==> config.mk <==
export PLATFORM = sky130hd
export DESIGN_NAME = cl_ocl_reg_slv
export DESIGN_NICKNAME = d
export VERILOG_FILES = /design/src/rtl/cl_ocl_reg_pkg.sv /design/src/rtl/cl_ocl_reg_slv.sv
export SDC_FILE = /design/constraint.sdc
export NUM_CORES = 1
export LEC_CHECK = 0
export CELL_PAD_IN_SITES_DETAIL_PLACEMENT = 1
export CELL_PAD_IN_SITES_GLOBAL_PLACEMENT = 1
export CORE_MARGIN = 2
export CORE_UTILIZATION = 22
export CTS_CLUSTER_DIAMETER = 40
export DETAILED_ROUTE_END_ITERATION = 7
export GPL_ROUTABILITY_DRIVEN = 1
export PLACE_DENSITY = 0.74
export SLEW_MARGIN = 25
export SYNTH_ARGS = -nofsm -noshare
export SYNTH_HDL_FRONTEND = slang
export SYNTH_SLANG_ARGS = --single-unit
export TNS_END_PERCENT = 100
==> constraint.sdc <==
create_clock -name clk_main_a0 -period 1.4 [get_ports clk_main_a0]
set_clock_uncertainty 0.05 [all_clocks]
set_input_delay 0.28 -clock clk_main_a0 [delete_from_list [all_inputs] [get_ports clk_main_a0]]
set_output_delay 0.28 -clock clk_main_a0 [all_outputs]
set_load 0.05 [all_outputs]
==> src/rtl/cl_ocl_reg_pkg.sv <==
// Shared definitions for the OCL AXI-Lite register slave: register map, response codes, FSM states.
// Pure declarations; no logic, no latency, no flow control.
package cl_ocl_reg_pkg;

    localparam logic [31:0] HELLO_WORLD_REG_ADDR = 32'h0000_0500;
    localparam logic [31:0] VLED_REG_ADDR        = 32'h0000_0504;

    localparam logic [1:0] RESP_OKAY   = 2'b00;
    localparam logic [1:0] RESP_SLVERR = 2'b10;

    typedef enum logic [1:0] {
        WR_IDLE,
        WR_DATA,
        WR_STROBE,
        WR_RESP
    } wr_state_t;

    typedef enum logic {
        RD_IDLE,
        RD_RESP
    } rd_state_t;

    function automatic logic addr_mapped(input logic [31:0] addr);
        return (addr == HELLO_WORLD_REG_ADDR) || (addr == VLED_REG_ADDR);
    endfunction

endpackage

==> src/rtl/cl_ocl_reg_slv.sv <==
// AXI-Lite slave bridging OCL to the register core; CL_OCL_SLV_ERR_RESP_EN enables SLVERR for unmapped addresses.
// Latency: AW then W, core strobe 1 cycle after W, bvalid the cycle after; read data registered on AR accept.
// Backpressure: one transaction in flight per direction; AW/AR not accepted while a response waits for bready/rready.
module cl_ocl_reg_slv
    import cl_ocl_reg_pkg::*;
#(
    parameter logic [31:0] UNMAPPED_RDATA = 32'hDEAD_BEEF
) (
    input  logic        clk_main_a0,
    input  logic        rst_main_sync,

    input  logic        sh_ocl_awvalid,
    input  logic [31:0] sh_ocl_awaddr,
    output logic        ocl_sh_awready,
    input  logic        sh_ocl_wvalid,
    input  logic [31:0] sh_ocl_wdata,
    input  logic [3:0]  sh_ocl_wstrb,
    output logic        ocl_sh_wready,
    output logic        ocl_sh_bvalid,
    output logic [1:0]  ocl_sh_bresp,
    input  logic        sh_ocl_bready,

    input  logic        sh_ocl_arvalid,
    input  logic [31:0] sh_ocl_araddr,
    output logic        ocl_sh_arready,
    output logic        ocl_sh_rvalid,
    output logic [31:0] ocl_sh_rdata,
    output logic [1:0]  ocl_sh_rresp,
    input  logic        sh_ocl_rready,

    output logic [31:0] wr_addr,
    output logic [31:0] wdata,
    output logic        wready,
    input  logic [31:0] hello_world_q_byte_swapped,
    input  logic [15:0] vled_q
);

    wr_state_t   wr_state, wr_state_nxt;
    rd_state_t   rd_state, rd_state_nxt;
    logic        wr_err;
    logic        wr_err_nxt;
    logic [1:0]  rd_resp_nxt;
    logic [31:0] rd_mux;

    // Byte lanes are not honoured: every write is a full-word write.
    logic unused_wstrb;
    assign unused_wstrb = ^sh_ocl_wstrb;

`ifdef CL_OCL_SLV_ERR_RESP_EN
    assign wr_err_nxt  = !addr_mapped(sh_ocl_awaddr);
    assign rd_resp_nxt = addr_mapped(sh_ocl_araddr) ? RESP_OKAY : RESP_SLVERR;
`else
    assign wr_err_nxt  = 1'b0;
    assign rd_resp_nxt = RESP_OKAY;
`endif

    always_ff @(posedge clk_main_a0) begin
        if (rst_main_sync) begin
            wr_state <= WR_IDLE;
            rd_state <= RD_IDLE;
        end else begin
            wr_state <= wr_state_nxt;
            rd_state <= rd_state_nxt;
        end
    end

    // Ready/valid outputs are gated by reset so nothing handshakes while it is held.
    always_comb begin
        wr_state_nxt   = wr_state;
        ocl_sh_awready = 1'b0;
        ocl_sh_wready  = 1'b0;
        wready         = 1'b0;
        ocl_sh_bvalid  = 1'b0;
        case (wr_state)
            WR_IDLE: begin
                ocl_sh_awready = !rst_main_sync;
                if (sh_ocl_awvalid) wr_state_nxt = WR_DATA;
            end
            WR_DATA: begin
                ocl_sh_wready = !rst_main_sync;
                if (sh_ocl_wvalid) wr_state_nxt = WR_STROBE;
            end
            WR_STROBE: begin
                wready       = !rst_main_sync && !wr_err;
                wr_state_nxt = WR_RESP;
            end
            WR_RESP: begin
                ocl_sh_bvalid = !rst_main_sync;
                if (sh_ocl_bready) wr_state_nxt = WR_IDLE;
            end
            default: wr_state_nxt = WR_IDLE;
        endcase
    end

    assign ocl_sh_bresp = (ocl_sh_bvalid && wr_err) ? RESP_SLVERR : RESP_OKAY;

    always_comb begin
        rd_state_nxt   = rd_state;
        ocl_sh_arready = 1'b0;
        ocl_sh_rvalid  = 1'b0;
        case (rd_state)
            RD_IDLE: begin
                ocl_sh_arready = !rst_main_sync;
                if (sh_ocl_arvalid) rd_state_nxt = RD_RESP;
            end
            RD_RESP: begin
                ocl_sh_rvalid = !rst_main_sync;
                if (sh_ocl_rready) rd_state_nxt = RD_IDLE;
            end
            default: rd_state_nxt = RD_IDLE;
        endcase
    end

    always_comb begin
        rd_mux = UNMAPPED_RDATA;
        case (sh_ocl_araddr)
            HELLO_WORLD_REG_ADDR: rd_mux = hello_world_q_byte_swapped;
            VLED_REG_ADDR:        rd_mux = {16'h0000, vled_q};
            default:              rd_mux = UNMAPPED_RDATA;
        endcase
    end

    // Read data is sampled on the AR edge, so a read racing the core strobe sees the old value.
    always_ff @(posedge clk_main_a0) begin
        if (rst_main_sync) begin
            wr_addr      <= 32'h0;
            wdata        <= 32'h0;
            wr_err       <= 1'b0;
            ocl_sh_rdata <= 32'h0;
            ocl_sh_rresp <= RESP_OKAY;
        end else begin
            if (wr_state == WR_IDLE && sh_ocl_awvalid) begin
                wr_addr <= sh_ocl_awaddr;
                wr_err  <= wr_err_nxt;
            end
            if (wr_state == WR_DATA && sh_ocl_wvalid) begin
                wdata <= sh_ocl_wdata;
            end
            if (rd_state == RD_IDLE && sh_ocl_arvalid) begin
                ocl_sh_rdata <= rd_mux;
                ocl_sh_rresp <= rd_resp_nxt;
            end
        end
    end

endmodule

* Yosys cells after proc, flatten, opt, wreduce, memory -nomap -nowiden *
Cells that the tools add are included.

operators by class
  $add $sub $neg = 0
  multipliers = 0
  div/mod/pow operators = 0
  $lt $le $gt $ge = 0
  equal/unequal tests = 8
  shift operators = 0
  multiplexer cells = 14
  bitwise logic cells = 1
  reductions and logical operators = 6

operator list
  operator                                         number
  == test 32 x 11 -> 1 bit, second input constant  2
  one-hot mux 32 bit (2 select lines)              1
  2-to-1 mux 1 bit                                 8
  one-hot mux 2 bit (4 select lines)               1
  2-to-1 mux 2 bit                                 3
  inequality test 2 bit, second input constant     3
  == test 2 bit, second input constant             2
  logical AND 1 bit                                3
  AND reduction 3 bit                              1
  == test 2 x 1 -> 1 bit, second input constant    1
  zero test 2 bit                                  1
  one-hot mux 1 bit (2 select lines)               1
  zero test 1 bit                                  1
  NOT 1 bit                                        1

storage, ports and cells
  bits in registers = 99
  bits in latches = 0
  RAM bits = 0
  ROM bits = 0
  input port bits = 155
  word-level logic and storage cells = 34
  memories = 0

* Depth between registers and ports, before layout *
  depth after elaboration = 3
  mapped depth = 7

* Least setup slack after synthesis *
OpenSTA, ideal clock, no wires.

  path kind = input-to-output
  start point = in rst_main_sync
  end point = out ocl_sh_arready
  data arrival time = 1.324 ns
  data required time = 1.070 ns
  path slack = -0.254 ns
  stages on the path = 3
  path buffers = 2
  path through = clkbuf_1 > buf_1 > nor2_1

between the ends
  word-level cells in the longest chain between the ends = 2

RTL lines
  item              line                   RTL
  from (decl)       cl_ocl_reg_slv.sv:10   input logic rst_main_sync,
  zero test 1 bit   cl_ocl_reg_slv.sv:103  ocl_sh_arready = !rst_main_sync;
  2-to-1 mux 1 bit  cl_ocl_reg_slv.sv:101  case (rd_state)
  to (decl)         cl_ocl_reg_slv.sv:25   output logic ocl_sh_arready,

No other way between the ends.

* Final worst setup path *
  start point = reg wr_state[1]
  end point = out ocl_sh_wready

between the ends
  word-level cells in the longest chain between the ends = 2

RTL lines
  item                    line                  RTL
  from (decl)             cl_ocl_reg_slv.sv:38  wr_state_t wr_state, wr_state_nxt;
  from (signal assigned)  cl_ocl_reg_slv.sv:62  wr_state <= wr_state_nxt;
  == test 2 x 1 -> 1 bit  cl_ocl_reg_slv.sv:74  case (wr_state)
  2-to-1 mux 1 bit        cl_ocl_reg_slv.sv:74
  to (decl)               cl_ocl_reg_slv.sv:18  output logic ocl_sh_wready,

No other way between the ends.

==> results.md <==
- Core Box Area: about 17000 sq um
- RSZ-0062 raised after global routing: true
- Share of layout cells above drive strength 1: a little over a third
- Setup CP Type: flip-flop to primary output
- Worst r2r src: wr_state[1]$_SDFFE_PP0P_
- Crit path max fanout: 3
- Hold Slack: about 0.27 ns
- Setup TNS: -4.99 ns
- CTS Sinks: 99
- DR iter-0 viols: 142
- Final setup viols: 38
- TritonCTS clock tree: yes
- Flop pwr share: between 20% and 30%
- Most frequent cells in the layout: clkdlybuf4s50_1, buf_12, nand2_1, dfxtp_1, a21oi_2
- Sw Ratio: between 30 and 40%
- Vias in the first global route: approximately 5.0k
- DRC: 0
- P per Cell Area: between 1000 and 1500 nW/um^2
- Reg area: ~2000 sq um
- GPL Wtd Cong: between 0.7 and 0.8
- DR pass1 iterations: 4
- Cells along the critical path: inv_4, ha_4, buf_6, nor2b_4, buf_8
- Routed vias: 4539
- Largest net degree at the start of global routing: 54
- Die Ht: 137 um
- Internal power: 7.85 mW
- Finished Layout Cells: between 900 and 1k
- Clock Power Share: about 21%
- Dpl ws: -0.472 ns
- Sequential element share of the synthesized area: 50.8%
- Crit path required time: roughly 1.1 ns
- Worst Reg-to-Reg Cells: 7
- Maximum clock rate: between 600 and 700 MHz
- DR WL/cell: roughly 19 um
- Global-route wire length before repair: roughly 27000 um
- Delay-heaviest family, CP: flip-flops
- Kind of end point of the critical path: primary output
- RR Endpoint: wr_state[0]$_SDFFE_PP0P_
- Post-DP HPWL: ~13000 um
- TritonCTS Buffers: 9
- Die ar.: between 15000 and 20000 sq um
- Port bufs: between 200 and 300
- Worst skew pair latency: 0.34 ns
- Critical Path Stages: 5
- Final Slew Violations: 0
- Final net count: around 900
- Synth cell types: 29
- Site Rows: 48
- Worst Setup Start Kind: flip-flop
- Failing checks: negative setup slack
- Global Route Usage Sum: about a fifth
- Syn Inst Count: roughly 470
- Footprint of the multi-input gates: between 2000 and 2500 sq um
- Worst setup margin: -0.247 ns
- Clk buf depth: 2
- Die width: around 140 um
- Antenna violations before repair: 1
- Worst Hold Class: input pin to flip-flop
- Status: finished, violations left
- Commonest non-fill, non-tap cell in the layout: clkdlybuf4s50_1
- Post-Synthesis Cell Area: between 3000 and 4000 sq um
- Reg2Reg Setup Slack: -0.19 ns
- Post-DRT Antenna Nets: 0
- Seq cells post-synth: between 90 and 100
- Clock Pin Slew Worst Setup and Hold Paths: 0.07 ns
- Syn_area_per_cell: 8.34 sq um
- Ant. Diodes: 0
- Worst setup endpoint: ocl_sh_wready
- Combinational cell fraction of total power: 50.5%
- Psw: between 4 and 5 mW
- Via density: 4.69
- Fin crit share: 118%
- Initial Utilization: about 23%
- CTS root buf: clkbuf_16
- Synth warnings: 0
- Area growth syn-to-layout: 130%
- First element of the critical path: wr_state[1]$_SDFFE_PP0P_
- Placed Cells: approximately 930
- Post-layout util: between 50% and 60%
- Routed WL: ~18000 um
- H-tree Lvls: 3
- Max Cap Viol: 0
- Total gr overflow: 0
- Worst vdd ir: 0.632 mV
- Worst Path Arrival: between 1 and 1.5 ns
- Leak: roughly 3.6 nW
- Cts-stage hold buffer count: 0
- Crit path buffers/inverters: 3
- CP max stage cell: dfxtp_4
- Io pins: ~260
- Post-layout min period: ~1.6 ns
- Max stage delay on crit path: roughly 0.36 ns
- Final hold violation count: 0
- Fill count: between 1.5k and 2k
==> cell usage after synthesis <==
cell        n  area, sq um
buf_6       1         11.3
and3_1      5         31.3
inv_1       5         18.8
ha_1        5         62.6
nor3_1      4         20.0
clkbuf_1   21         78.8
nor2_1      5         18.8
a211oi_1    1         7.51
a21oi_1    65          325
mux2i_1    17          170
conb_1      1         3.75
a32o_1      3         30.0
buf_4       6         45.0
a222oi_1    1         10.0
dfxtp_1    99         1980
a41o_1      5         50.1
buf_1       5         18.8
nor2b_1     6         37.5
inv_2       1         3.75
nor2_2      1         6.26
nand4_1     2         12.5
nand2_1   130          488
nor4_1      5         31.3
nand2b_1   13         81.3
buf_2       9         45.0
a31oi_1    24          150
nor4b_2     2         30.0
o21ai_0    24          120
and2_1      2         12.5
==> state kept, by name, indices dropped and copies added, names as in the netlist <==
signal / flops
wr_addr: 32
wr_state: 2
ocl_sh_rdata: 32
wdata: 32
rd_state: 1
==> routing by layer <==
layer	wire length (um)	vias to the layer above	share of wire (%)	track usage (%)
met3	1590	27	8.6	6.36
met4	380	0	2.1	5.84
met2	9910	190	54	34.6
met1	6610	2189	36	19.7
met5	0	-	0	0
li1	-	2133	-	-
==> layout make-up <==
class / instances / area share, %
flip-flops and latches: 99 / 22.2
repair buffers: 297 / 46.1
inverters: 6 / 0.306
multi-input cells: 324 / 24.9
clock buffers: 9 / 2.50
clock inverters: 7 / 0.932
well taps: 225 / 3.13
==> per-stage QoR <==
| stage | power (mW) | instance area, sq um |
|---|---|---|
| detailed placement | 8.79 | 7820 |
| CTS | 12.2 | 8570 |
| floorplan | 5.99 | 3940 |
| finish | 12.8 | 8990 |
| global placement | 8.61 | 7820 |
| global route | 13.3 | 8990 |
==> worst min-delay path by stage <==
stage | startpoint | depth (start not counted) | slack (ns) | to
CTS | rst_main_sync | 2 | 0.27 | wr_state[1]$_SDFFE_PP0P_
detailed placement | wdata[21]$_SDFFE_PP0P_ | 2 | 0.44 | wdata[21]$_SDFFE_PP0P_
finish | rst_main_sync | 2 | 0.27 | wr_state[1]$_SDFFE_PP0P_
floorplan | sh_ocl_wdata[0] | 2 | 0.37 | wdata[0]$_SDFFE_PP0P_
global route | rst_main_sync | 2 | 0.29 | wr_state[1]$_SDFFE_PP0P_
global placement | wdata[15]$_SDFFE_PP0P_ | 2 | 0.43 | wdata[15]$_SDFFE_PP0P_
==> power groups by stage <==
stage	combinational [mW]	clock, mW	sequential, mW
after detailed placement	5.08	0	3.71
after global routing	6.77	2.83	3.73
after global placement	4.93	0	3.67
after CTS	5.81	2.71	3.67
after floorplan	1.30	0	4.68
final	6.44	2.64	3.68
==> what timing repair did <==
action / in CTS / in global routing
gates cloned: 7 / 2
resized for setup: 86 / 107
endpoints found under the setup margin: 91 / 86
buffers inserted: 10 / 6
pin swaps: 19 / 43
==> logic make-up (layout without fill, tap and decap cells) <==
| kind of cell | after synthesis | in the layout | share of synthesized area (%) |
|---|---|---|---|
| simple gates | 175 | 175 | 19.7 |
| compound gates | 123 | 123 | 17.8 |
| flops | 99 | 99 | 50.8 |
| buf+inv | 48 | 319 | 5.67 |
| mux | 17 | 17 | 4.36 |
| fa+ha+maj | 5 | 5 | 1.60 |
| other cells | 1 | 4 | 0.0961 |
Note: power is estimated with default switching activity, not from simulation.
